==> config.mk <==
export PLATFORM = sky130hd
export DESIGN_NAME = fifo_tick_reader
export DESIGN_NICKNAME = d
export VERILOG_FILES = /design/src/rtl/fifo_tick_reader.sv
export SDC_FILE = /design/constraint.sdc
export NUM_CORES = 1
export LEC_CHECK = 0
export ABC_AREA = 1
export CORE_MARGIN = 8
export CORE_UTILIZATION = 30
export DETAILED_ROUTE_END_ITERATION = 8
export PLACE_DENSITY_LB_ADDON = 0.25
export SYNTH_ARGS = -nofsm -noshare
export SYNTH_HDL_FRONTEND = slang
export SYNTH_SLANG_ARGS = --single-unit
==> constraint.sdc <==
create_clock -name clk -period 1.5 [get_ports clk]
set_input_delay 0.45 -clock clk [delete_from_list [all_inputs] [get_ports clk]]
set_output_delay 0.45 -clock clk [all_outputs]
set_load 0.02 [all_outputs]
==> src/rtl/fifo_tick_reader.sv <==
// Read-side consumer for a standard (non-FWFT) byte FIFO: paced or free-running pops,
// valid/ready output stage, accepted-byte counter and incrementing-sequence checker.
module fifo_tick_reader #(
    parameter int DATA_W    = 8,
    parameter int CNT_W     = 8,
    parameter bit PACED     = 1'b1,
    parameter bit SEQ_CHECK = 1'b1
) (
    input  logic              clk,
    input  logic              reset,
    input  logic [DATA_W-1:0] fifo_dout,
    input  logic              fifo_empty,
    output logic              fifo_rd_en,
    input  logic              pace_tick,
    output logic [DATA_W-1:0] out_data,
    output logic              out_valid,
    input  logic              out_ready,
    output logic [CNT_W-1:0]  rd_count,
    output logic              seq_err
);

    typedef enum logic [1:0] {IDLE, RD, HOLD} state_t;

    localparam logic [DATA_W-1:0] ONE_D = DATA_W'(1);
    localparam logic [CNT_W-1:0]  ONE_C = CNT_W'(1);

    state_t              state_q, state_d;
    logic [DATA_W-1:0]   out_data_q, out_data_d;
    logic                out_valid_q, out_valid_d;
    logic [CNT_W-1:0]    rd_count_q, rd_count_d;
    logic                seq_err_q, seq_err_d;
    logic                seq_first_q, seq_first_d;
    logic [DATA_W-1:0]   exp_q, exp_d;
    logic                tick_pend_q, tick_pend_d;

    logic pend_eff;
    logic pop;
    logic accept;

    always_comb begin
        pend_eff = PACED ? tick_pend_q : 1'b1;
        // Gated by reset so the FIFO is never drained while the reader is held.
        pop      = (state_q == IDLE) && !fifo_empty && pend_eff && !reset;
        accept   = (state_q == HOLD) && out_valid_q && out_ready;

        state_d     = state_q;
        out_data_d  = out_data_q;
        out_valid_d = out_valid_q;
        rd_count_d  = rd_count_q;
        seq_err_d   = seq_err_q;
        seq_first_d = seq_first_q;
        exp_d       = exp_q;
        tick_pend_d = 1'b0;

        // Tick set wins over pop clear; extra ticks merge into one pending pop.
        if (PACED) begin
            if (pace_tick)
                tick_pend_d = 1'b1;
            else if (pop)
                tick_pend_d = 1'b0;
            else
                tick_pend_d = tick_pend_q;
        end

        unique case (state_q)
            IDLE: if (pop) state_d = RD;
            RD: begin
                out_data_d  = fifo_dout;
                out_valid_d = 1'b1;
                state_d     = HOLD;
            end
            HOLD: if (accept) begin
                out_valid_d = 1'b0;
                rd_count_d  = rd_count_q + ONE_C;
                state_d     = IDLE;
            end
            default: state_d = IDLE;
        endcase

        if (SEQ_CHECK && accept) begin
            if (seq_first_q)
                seq_first_d = 1'b0;
            else if (out_data_q != exp_q)
                seq_err_d = 1'b1;
            exp_d = out_data_q + ONE_D;
        end
    end

    always_ff @(posedge clk) begin
        if (reset) begin
            state_q     <= IDLE;
            out_data_q  <= '0;
            out_valid_q <= 1'b0;
            rd_count_q  <= '0;
            seq_err_q   <= 1'b0;
            seq_first_q <= 1'b1;
            exp_q       <= '0;
            tick_pend_q <= 1'b0;
        end else begin
            state_q     <= state_d;
            out_data_q  <= out_data_d;
            out_valid_q <= out_valid_d;
            rd_count_q  <= rd_count_d;
            seq_err_q   <= seq_err_d;
            seq_first_q <= seq_first_d;
            exp_q       <= exp_d;
            tick_pend_q <= tick_pend_d;
        end
    end

    assign fifo_rd_en = pop;
    assign out_data   = out_data_q;
    assign out_valid  = out_valid_q;
    assign rd_count   = rd_count_q;
    assign seq_err    = seq_err_q;

endmodule

==> results by group, run 1 <==
Yosys
  – Share of the synthesized area in the top cell type: 43.9%
  – Area share of fa/ha/maj cells after synthesis: 1.83%
  – Syn Nets: 199
  – Post-synth EDFFs: 0
  – FF+latch count, synth: 30
  – Most common flop cell mapped by yosys: dfxtp_1
  – Cell accounting for the most synthesized area: dfxtp_1
  – Synth Cell Area: 1370 um2
  – Seq/Total Area, Yosys: 43.9%
  – Synth top area cells: dfxtp_1 44%, nand2_1 8.5%, a21oi_1 7.3%
  – Compound-Gate Fraction of Synth Area: 16.4%
  – Simple-gate share of the synthesized area: 22.5%
  – Synth cell types: 25
  – Yosys Warn Count: 0
  – Syn avg cell area: 7.43 um2
  – Synthesized instance count: 184
  – Async set-or-reset flop fraction in the synthesized netlist: 0%
  – Post-synthesis mux area share: 0%
  – Largest family of logic cells by synthesized area: simple AND/OR/NAND/NOR gates
  – Post-synthesis xor/xnor area fraction: 5.76%

Timing
  – Final Critical Period: 1.44 ns
  – Worst clock skew: 0.00332 ns
  – Count of final setup violators: 0
  – FMAX: 0.697 GHz
  – Final worst setup slack: 0.0645 ns
  – Tcrit/Tclk final: 95.7%
  – Slew @ Worst Pin: 0.414 ns
  – Relative slew slack: 72.4%
  – Fin. max-slew vios: 0
  – Final hold viol count: 0

Critical path
  – CP peak stage delay: 0.31 ns
  – CP Cell Sequence: nor2_1 -> nand4_1 -> inv_1 -> buf_6
  – Crit start category: flip-flop
  – Crit Path Class: flip-flop to output pin
  – Worst path slowest cell: dfxtp_1
  – Critical Path RT: 1.05 ns
  – Top delay family on crit path: flip-flops
  – Worst Path Buf+Inv: 2
  – Reg2reg setup slack: 0.22 ns
  – Setup crit end kind: output pin
  – Critical-path maximum fanout: 2
  – Crit path DAT: 0.99 ns

Layout
  – Final layout net count: 261
  – Final Util: 46.1%
  – # diodes: 0
  – Most common cell after layout, fill and taps aside: nand2_1
  – P&R area growth vs syn: 47.7%
  – Most frequent cells in the layout: 31 x nand2_1, 30 x dfxtp_1, 29 x buf_4, 26 x inv_1, 20 x a21oi_1
  – Register area: 601 um2
  – Area of the multi-input gates: 642 um2
  – Share of layout cells above drive strength 1: 19.5%
  – Layout fillers: 448

GRT
  – Largest net degree at the start of global routing: 25
  – Total GRT Usage: 9.32%
  – Global-route wire length before repair: 5.25 mm
  – Vias in the first global route: 1162
  – Antenna violations before repair: 0
  – Gr ovfl total: 0

Power
  – Overall power: 1.82 mW
  – PwrDens: 902 nW/um2
  – Leakage: 0.938 nW
  – Worst vdd ir: 0.436 mV

CTS
  – Clock sink total: 30
  – CTS root buf: clkbuf_8
  – Clk slew on worst S/H paths: 0.06 ns
  – Hold_buf cts: 0
  – CTS Buf Count: 5
  – Clock buffer depth: 2
  – CTS tree: built
  – Worst-Skew Late Latency: 0.28 ns
  – H-tree depth: 2

Detailed routing
  – Met3 WL: 217 um
  – Post-DR wirelength/cell: 10.8 um
  – First-pass DRT Iterations: 4
  – Drt initial violations: 100
  – DRC viols: 0
  – Final WL: 3.23 mm
  – Drt via density: 4.47
  – Metal2 WL: 1.38 mm
  – M1 WL: 1.58 mm
  – Post-route ant nets: 0
  – Highest layer used for signal routing: met4
  – Vias: 1331

Floorplanning
  – Core area: 4380 um2
  – Initial Utilization: 31.2%
  – I/O pin cnt: 32
  – Die extent in y: 83.5 um
  – Die width: 83.5 um
  – Die Area: 6970 um2
  – Rows: 24

Hold path
  – HP Class: flip-flop to flip-flop

Placement
  – Port bufs: 31
  – RePlAce Congestion: 0.754
  – Hpwl dp: 2.37 mm
  – Place WS: -0.735 ns

Outcome
  – Outcome: finished, final reports clean

Flow run
  – Max-Cap Viols: 0
## final cells by class
class	instances	area share (%)
multi-input combinational	122	31.8
sequential	30	29.7
timing repair buffer	60	24.7
inverter	27	5.02
clock buffer	6	4.09
tap	52	3.22
clock inverter	1	1.49
## cell families after synthesis
| logic type | count (synthesis) |
|---|---|
| buffers and inverters | 32 |
| DFF | 30 |
| adders and majority gates | 2 |
| xor gates and xnor gates | 9 |
| AOI/OAI and AO/OA | 44 |
| and+or+nand+nor | 67 |
## state kept, by name, indices dropped and copies added, names as in the netlist
| signal | flops |
|---|---|
| exp_q | 8 |
| out_data | 8 |
| rd_count | 8 |
| state_q | 2 |
| out_valid | 1 |
| pend_eff | 1 |
| seq_err | 1 |
| seq_first_q | 1 |
## worst paths after layout
path,startpoint,to,cells after the start
worst min register to register,seq_err$_SDFFE_PP0P_,seq_err$_SDFFE_PP0P_,2
worst max register to register,rd_count[1]$_SDFFE_PP0P_,rd_count[6]$_SDFFE_PP0P_,7
worst max-delay path,state_q[0]$_SDFFE_PP0P_,fifo_rd_en,4
worst min-delay path,seq_err$_SDFFE_PP0P_,seq_err$_SDFFE_PP0P_,2
## worst reg2reg max path, stage by stage, from the launching register on
cell      delay, ns
dfxtp_1        0.33
buf_4          0.12
ha_1           0.15
inv_1          0.06
nor3_2         0.20
nand2_1        0.11
o21bai_1       0.14
nor2_1         0.05
## per-layer routing
layer	global-route usage, %	up-vias
met1	10.8	581
met2	13.4	31
met4	5.18	0
met3	4.88	6
met5	0	-
li1	-	713
## synthesized netlist by cell type, types with 3 or more instances
library cell	number
nand2_1	31
inv_1	26
xnor2_1	4
xor2_1	5
nor2_1	16
o21ai_1	4
a21oi_1	20
nand3_1	6
o21ai_0	18
dfxtp_1	30
buf_2	3
nand4_1	4
## repair_timing
item	CTS	global route
pin swaps	2	1
buffers inserted	1	1
cloned	0	0
endpoints found under the setup margin	19	3
resized for setup	29	3
## power breakdown
group          leakage, nW  switching, mW  internal, mW  total [mW]
registers            0.243        0.00703         0.813       0.820
clock network       0.0573          0.297         0.531       0.827
logic                0.638         0.0876        0.0871       0.175
## metrics by stage
step | setup TNS (ns) | cell area (um2) | hold WS, ns | cells
detailed placement | -3.44 | 1920 | 0.443 | 289
global placement | -3.08 | 1920 | 0.441 | 289
finish | 0 | 2020 | 0.450 | 298
floorplan | 0 | 1370 | 0.438 | 184
global route | -0.0179 | 2020 | 0.463 | 298
CTS | 0 | 2010 | 0.451 | 297
Power figures use the tool's default switching activity.
==> inputs of run 2 (changes only) <==
- GPL_TIMING_DRIVEN: unset -> 0
- PLACE_DENSITY_LB_ADDON: 0.25 -> unset
==> run 2 against run 1 <==
  * Die area stayed put
  * Combinational power is 15% lower
  * Cell count is 4.7% lower
  * Cell area is 5.6% lower
  * Critical path depth is 3 lower
  * Clock skew hardly changed
  * Global-route usage is 0.65 points higher
  * First-iteration DRC count is 34% lower
  * Largest power group is now registers
==> results by group, run 2 (synthesized netlist as in run 1, its figures left out) <==
Layout
  – P&R area growth vs syn: 39.3% (was 47.7%)
  – Most common cell after layout, fill and taps aside: nand2_1 (unchanged)
  – Post-Layout Inst Area: 1910 um2 (was 2020 um2)
  – Share of layout cells above drive strength 1: 20.7% (was 19.5%)
  – Most frequent cells in the layout: 30 x nand2_1, 25 x inv_1, 25 x dfxtp_1, 19 x a21oi_1, 18 x o21ai_0 (was 31 x nand2_1, 30 x dfxtp_1, 29 x buf_4, 26 x inv_1, 20 x a21oi_1)
  – Final layout net count: 247 (was 261)
  – # diodes: 0 (unchanged)

Detailed routing
  – Post-DR wirelength/cell: 12.2 um (was 10.8 um)
  – Drt initial violations: 66 (was 100)
  – Final WL: 3.46 mm (was 3.23 mm)
  – DRC viols: 0 (unchanged)
  – Drt via density: 4.56 (was 4.47)
  – Post-route ant nets: 0 (unchanged)
  – Vias: 1295 (was 1331)
  – First-pass DRT Iterations: 4 (unchanged)

Critical path
  – Crit start category: flip-flop (unchanged)
  – CP Cell Sequence: clkdlybuf4s15_1 (was nor2_1 -> nand4_1 -> inv_1 -> buf_6)
  – Crit path DAT: 1.02 ns (was 0.99 ns)
  – Critical-path maximum fanout: 5 (was 2)
  – Critical path origin: rd_count[2]$_SDFFE_PP0P_ (was state_q[0]$_SDFFE_PP0P_)
  – Worst r2r src: state_q[0]$_SDFFE_PP0P_ (was rd_count[1]$_SDFFE_PP0P_)
  – CP peak stage delay: 0.41 ns (was 0.31 ns)
  – Crit Path Class: flip-flop to output pin (unchanged)
  – Worst path slowest cell: dfxtp_1 (unchanged)
  – Critical Path RT: 1.05 ns (about the same)
  – Top delay family on crit path: flip-flops (unchanged)
  – Setup crit end kind: output pin (unchanged)
  – Worst Path Buf+Inv: 1 (was 2)

Floorplanning
  – Die width: 83.5 um (unchanged)
  – Die extent in y: 83.5 um (unchanged)
  – I/O pin cnt: 32 (unchanged)
  – Core area: 4380 um2 (unchanged)
  – Die Area: 6970 um2 (unchanged)
  – Initial Utilization: 31.2% (unchanged)
  – Rows: 24 (unchanged)

Power
  – PwrDens: 834 nW/um2 (was 902 nW/um2)
  – Psw: 384 uW (was 391 uW)
  – Switching Share: 24.2% (was 21.5%)
  – Clock group share of total power: 38.1% (was 45.4%)
  – Logic pwr share: 9.3% (was 9.6%)
  – Seq pwr share: 52.6% (was 45.0%)
  – Int Power: 1.21 mW (was 1.43 mW)
  – Worst vdd ir: 0.466 mV (was 0.436 mV)
  – Leakage: 0.832 nW (was 0.938 nW)

Hold path
  – Hold wc startpoint: reset (was seq_err$_SDFFE_PP0P_)
  – HP Class: primary input to flip-flop (was flip-flop to flip-flop)

Timing
  – Fin. max-slew vios: 0 (unchanged)
  – RSZ-0062 raised after global routing: yes
  – Setup TNS: 0 ns (unchanged)
  – Tcrit/Tclk final: 97.9% (was 95.7%)
  – Final hold viol count: 0 (unchanged)
  – Relative slew slack: 70.8% (was 72.4%)
  – FMAX: 0.681 GHz (was 0.697 GHz)
  – Slew @ Worst Pin: 0.439 ns (was 0.414 ns)
  – Final Critical Period: 1.47 ns (was 1.44 ns)
  – Worst clock skew: 0.00340 ns (was 0.00332 ns)
  – Count of final setup violators: 0 (unchanged)

GRT
  – Vias in the first global route: 1222 (was 1162)
  – Global-route wire length before repair: 5.78 mm (was 5.25 mm)
  – Gr ovfl total: 0 (unchanged)
  – Total GRT Usage: 9.98% (was 9.32%)
  – Largest net degree at the start of global routing: 11 (was 25)
  – Antenna violations before repair: 0 (unchanged)

CTS
  – Hold_buf cts: 0 (unchanged)
  – Clock sink total: 30 (unchanged)
  – Clk slew on worst S/H paths: 0.06 ns (about the same)
  – CTS root buf: clkbuf_8 (unchanged)
  – CTS Buf Count: 5 (unchanged)
  – H-tree depth: 2 (unchanged)
  – Worst-Skew Late Latency: 0.28 ns (about the same)
  – Clock buffer depth: 2 (unchanged)
  – CTS tree: built (unchanged)

Placement
  – RePlAce Congestion: 0.785 (was 0.754)
  – Hpwl dp: 2.52 mm (was 2.37 mm)
  – Port bufs: 31 (unchanged)
  – Post-DP Area: 1740 um2 (was 1920 um2)

Outcome
  – Outcome: finished, final reports clean (unchanged)

Flow run
  – Max-Cap Viols: 0 (unchanged)
-- run 2: area by class of cell --
| class | count | area [um2] |
|---|---|---|
| multi-input combinational | 122 | 653 |
| inverter | 27 | 101 |
| clock buffer | 7 | 76.3 |
| tap | 52 | 65.1 |
| timing repair buffer | 41 | 373 |
| fill | 452 | 2480 |
| sequential | 30 | 607 |
| buffer | 5 | 30.0 |
-- run 2: worst paths after layout --
kind,slack [ns],cells past startpoint,to
worst min-delay path,0.42,2,state_q[1]$_SDFFE_PP0P_
worst min register to register,0.45,2,seq_err$_SDFFE_PP0P_
worst max-delay path,0.03,1,rd_count[2]
worst max register to register,0.21,6,out_data[4]$_SDFFE_PP0P_
-- run 2: metal layers --
metal | vias to the layer above | GRT usage, % | share of wire, % | routed length (um)
li1 | 683 | - | - | -
met1 | 577 | 12.0 | 47 | 1610
met2 | 27 | 15.4 | 46 | 1590
met3 | 8 | 4.49 | 5.8 | 202
met4 | 0 | 3.14 | 1.6 | 57
met5 | - | 0 | 0 | 0
-- run 2: power groups by stage --
stage	registers [mW]	logic [mW]	clock network (mW)
CTS	0.834	0.146	0.619
global placement	0.852	0.150	0
detailed placement	0.852	0.151	0
global route	0.838	0.164	0.658
floorplan	0.861	0.0628	0
finish	0.836	0.148	0.606
-- run 2: what timing repair did --
item	CTS	global route
buffers inserted	0	10
endpoints found under the setup margin	30	15
pin swaps	1	6
resized for setup	41	20
cloned	0	0
-- run 2: stage by stage --
| step | worst slack (ns) | hold slack, ns | util (%) | instances | power (mW) |
|---|---|---|---|---|---|
| final | 0.0308 | 0.418 | 43.5 | 284 | 1.59 |
| after global routing | -0.0253 | 0.432 | 43.5 | 284 | 1.66 |
| after CTS | -0.242 | 0.452 | 41.4 | 274 | 1.60 |
| after detailed placement | -1.01 | 0.447 | 39.8 | 267 | 1.00 |
| after global placement | -0.978 | 0.439 | 39.8 | 267 | 1.00 |
| after floorplan | 0.162 | 0.438 | - | 184 | 0.923 |
==> inputs of run 3 (changes only) <==
- SKIP_LAST_GASP: unset -> 1
==> run 3 against run 2 <==
  * The run now ends with negative setup slack left
  * Routed wire length fell by 0.90%
  * Maximum frequency fell by 2.3%
  * Non-clock buffer count did not move
  * Register-to-register slack got worse by 0.02 ns
  * Critical endpoint is now fifo_rd_en
  * Setup slack got worse by 0.034 ns
  * Count of clock-buffer cells in the layout did not move
  * First-iteration DRC count rose by 11%
  * Cell area fell by 0.13%
  * Highest routed layer unchanged
  * Power fell by 0.11%
  * Worst hold slack improved by 0.0079 ns
==> results by group, run 3 (synthesized netlist as in run 1, its figures left out) <==
Outcome
  – Outcome: finished with violations (was finished, final reports clean)
  – Violated checks: negative setup slack

Power
  – Worst vdd ir: 0.466 mV (about the same)
  – Leakage: 0.831 nW (was 0.832 nW)
  – PwrDens: 835 nW/um2 (was 834 nW/um2)
  – Overall power: 1.59 mW (about the same)

GRT
  – Antenna violations before repair: 0 (unchanged)
  – Largest net degree at the start of global routing: 11 (unchanged)
  – Vias in the first global route: 1222 (unchanged)
  – Global-route wire length before repair: 5.78 mm (unchanged)
  – Gr ovfl total: 0 (unchanged)
  – Total GRT Usage: 9.98% (unchanged)

Layout
  – Final layout net count: 247 (unchanged)
  – Area of the multi-input gates: 653 um2 (unchanged)
  – Layout fillers: 451 (was 452)
  – # diodes: 0 (unchanged)
  – P&R area growth vs syn: 39.2% (was 39.3%)
  – Most frequent cells in the layout: 30 x nand2_1, 27 x dfxtp_1, 25 x inv_1, 19 x a21oi_1, 18 x o21ai_0 (was 30 x nand2_1, 25 x inv_1, 25 x dfxtp_1, 19 x a21oi_1, 18 x o21ai_0)
  – Share of layout cells above drive strength 1: 19.8% (was 20.7%)
  – Post-Layout Inst Area: 1900 um2 (was 1910 um2)
  – Register area: 604 um2 (was 607 um2)
  – Most common cell after layout, fill and taps aside: nand2_1 (unchanged)

Timing
  – FMAX: 0.665 GHz (was 0.681 GHz)
  – Setup TNS: -0.00316 ns (was 0 ns)
  – Worst clock skew: 0.00422 ns (was 0.00340 ns)
  – Count of final setup violators: 1 (was 0)
  – Final worst setup slack: -0.00316 ns (was 0.0308 ns)
  – RSZ-0062 raised after global routing: yes (unchanged)
  – Final Critical Period: 1.50 ns (was 1.47 ns)
  – Relative slew slack: 70.4% (was 70.8%)
  – Final hold viol count: 0 (unchanged)
  – Fin. max-slew vios: 0 (unchanged)
  – Tcrit/Tclk final: 100% (was 97.9%)
  – Slew @ Worst Pin: 0.445 ns (was 0.439 ns)

Detailed routing
  – Vias: 1303 (was 1295)
  – Final WL: 3.43 mm (was 3.46 mm)
  – Post-DR wirelength/cell: 12.1 um (was 12.2 um)
  – DRC viols: 0 (unchanged)
  – Drt initial violations: 73 (was 66)
  – Post-route ant nets: 0 (unchanged)
  – Drt via density: 4.59 (was 4.56)
  – First-pass DRT Iterations: 4 (unchanged)

Placement
  – Hpwl dp: 2.52 mm (unchanged)
  – RePlAce Congestion: 0.785 (unchanged)
  – Post-DP Area: 1740 um2 (unchanged)
  – Place WS: -1.01 ns (unchanged)
  – Port bufs: 31 (unchanged)

Critical path
  – Crit path DAT: 1.05 ns (was 1.02 ns)
  – Worst r2r src: state_q[0]$_SDFFE_PP0P_ (unchanged)
  – Critical-path maximum fanout: 5 (unchanged)
  – Setup crit end kind: output pin (unchanged)
  – Reg2reg setup slack: 0.19 ns (was 0.21 ns)
  – Register-to-Register Path Depth: 6 (unchanged)
  – Worst reg2reg endpoint: out_data[3]$_SDFFE_PP0P_ (was out_data[4]$_SDFFE_PP0P_)
  – Crit start category: flip-flop (unchanged)
  – Crit Path Class: flip-flop to output pin (unchanged)
  – Critical Path RT: 1.05 ns (about the same)

CTS
  – H-tree depth: 2 (unchanged)
  – CTS Buf Count: 5 (unchanged)
  – CTS tree: built (unchanged)
  – CTS root buf: clkbuf_8 (unchanged)
  – Clk slew on worst S/H paths: 0.06 ns (about the same)
  – Worst-Skew Late Latency: 0.28 ns (about the same)
  – Clock buffer depth: 2 (unchanged)
  – Clock sink total: 30 (unchanged)

Floorplanning
  – Die Area: 6970 um2 (unchanged)
  – Initial Utilization: 31.2% (unchanged)
  – Rows: 24 (unchanged)
  – I/O pin cnt: 32 (unchanged)
  – Core area: 4380 um2 (unchanged)
  – Die extent in y: 83.5 um (unchanged)
  – Die width: 83.5 um (unchanged)

Flow run
  – Max-Cap Viols: 0 (unchanged)

Hold path
  – Hold Path Depth: 2 (unchanged)
  – Hold wc startpoint: reset (unchanged)
  – Hold EP: state_q[1]$_SDFFE_PP0P_ (unchanged)
  – HP Class: primary input to flip-flop (unchanged)
## run 3: cell types whose count changed in the layout (fill, tap and decap cells not counted)
cell / previous run / this run
dfxtp_2: 5 / 3
dfxtp_1: 25 / 27
## run 3: layout make-up
| class | instances | area share (%) |
|---|---|---|
| sequential | 30 | 31.8 |
| timing repair buffer | 41 | 19.6 |
| tap | 52 | 3.42 |
| multi-input combinational | 122 | 34.3 |
| buffer | 5 | 1.58 |
| clock buffer | 7 | 4.01 |
| inverter | 27 | 5.33 |
## run 3: how the worst max path moves through the flow
stage                                  start               endpoint  slack, ns  cells after the start
floorplan           out_data[0]$_SDFFE_PP0P_  exp_q[6]$_SDFFE_PP0P_       0.16                      5
global placement                       reset             fifo_rd_en      -0.98                      5
detailed placement                     reset             fifo_rd_en      -1.01                      5
CTS                               fifo_empty             fifo_rd_en      -0.26                      5
global route         state_q[1]$_SDFFE_PP0P_             fifo_rd_en      -0.07                      4
finish               state_q[1]$_SDFFE_PP0P_             fifo_rd_en     -0.003                      4
## run 3: stage by stage
| stage | hold WS, ns | cells | utilization [%] |
|---|---|---|---|
| floorplan | 0.438 | 184 | - |
| CTS | 0.452 | 274 | 41.3 |
| global route | 0.439 | 284 | 43.4 |
| detailed placement | 0.447 | 267 | 39.8 |
| global placement | 0.439 | 267 | 39.8 |
| finish | 0.426 | 284 | 43.4 |
## run 3: repair_timing
item                                   CTS  global route
pin swaps                                1             6
setup endpoints to repair               30            15
gates resized for setup                 39            20
endpoints found under the hold margin    0             0
hold buffers                             0             0
buffers inserted                         0            10
## run 3: power breakdown
part	internal, mW	total, mW	switching (mW)	leakage, nW
registers	0.814	0.835	0.0214	0.244
logic	0.0725	0.148	0.0755	0.549
clock network	0.319	0.605	0.286	0.0383
total	1.21	1.59	0.383	0.831
## run 3: metal layers
metal,global-route usage [%],up-vias,part of all wire (%)
met1,12.0,577,46
met5,0,-,0
li1,-,684,-
met4,3.14,0,1.7
met3,4.49,8,6.4
met2,15.4,34,46
## run 3: critical path: stages, from the launching register on
cell and delay, ns:
dfxtp_1 0.41, inv_1 0.06, nand4_1 0.12, inv_1 0.06, buf_6 0.12
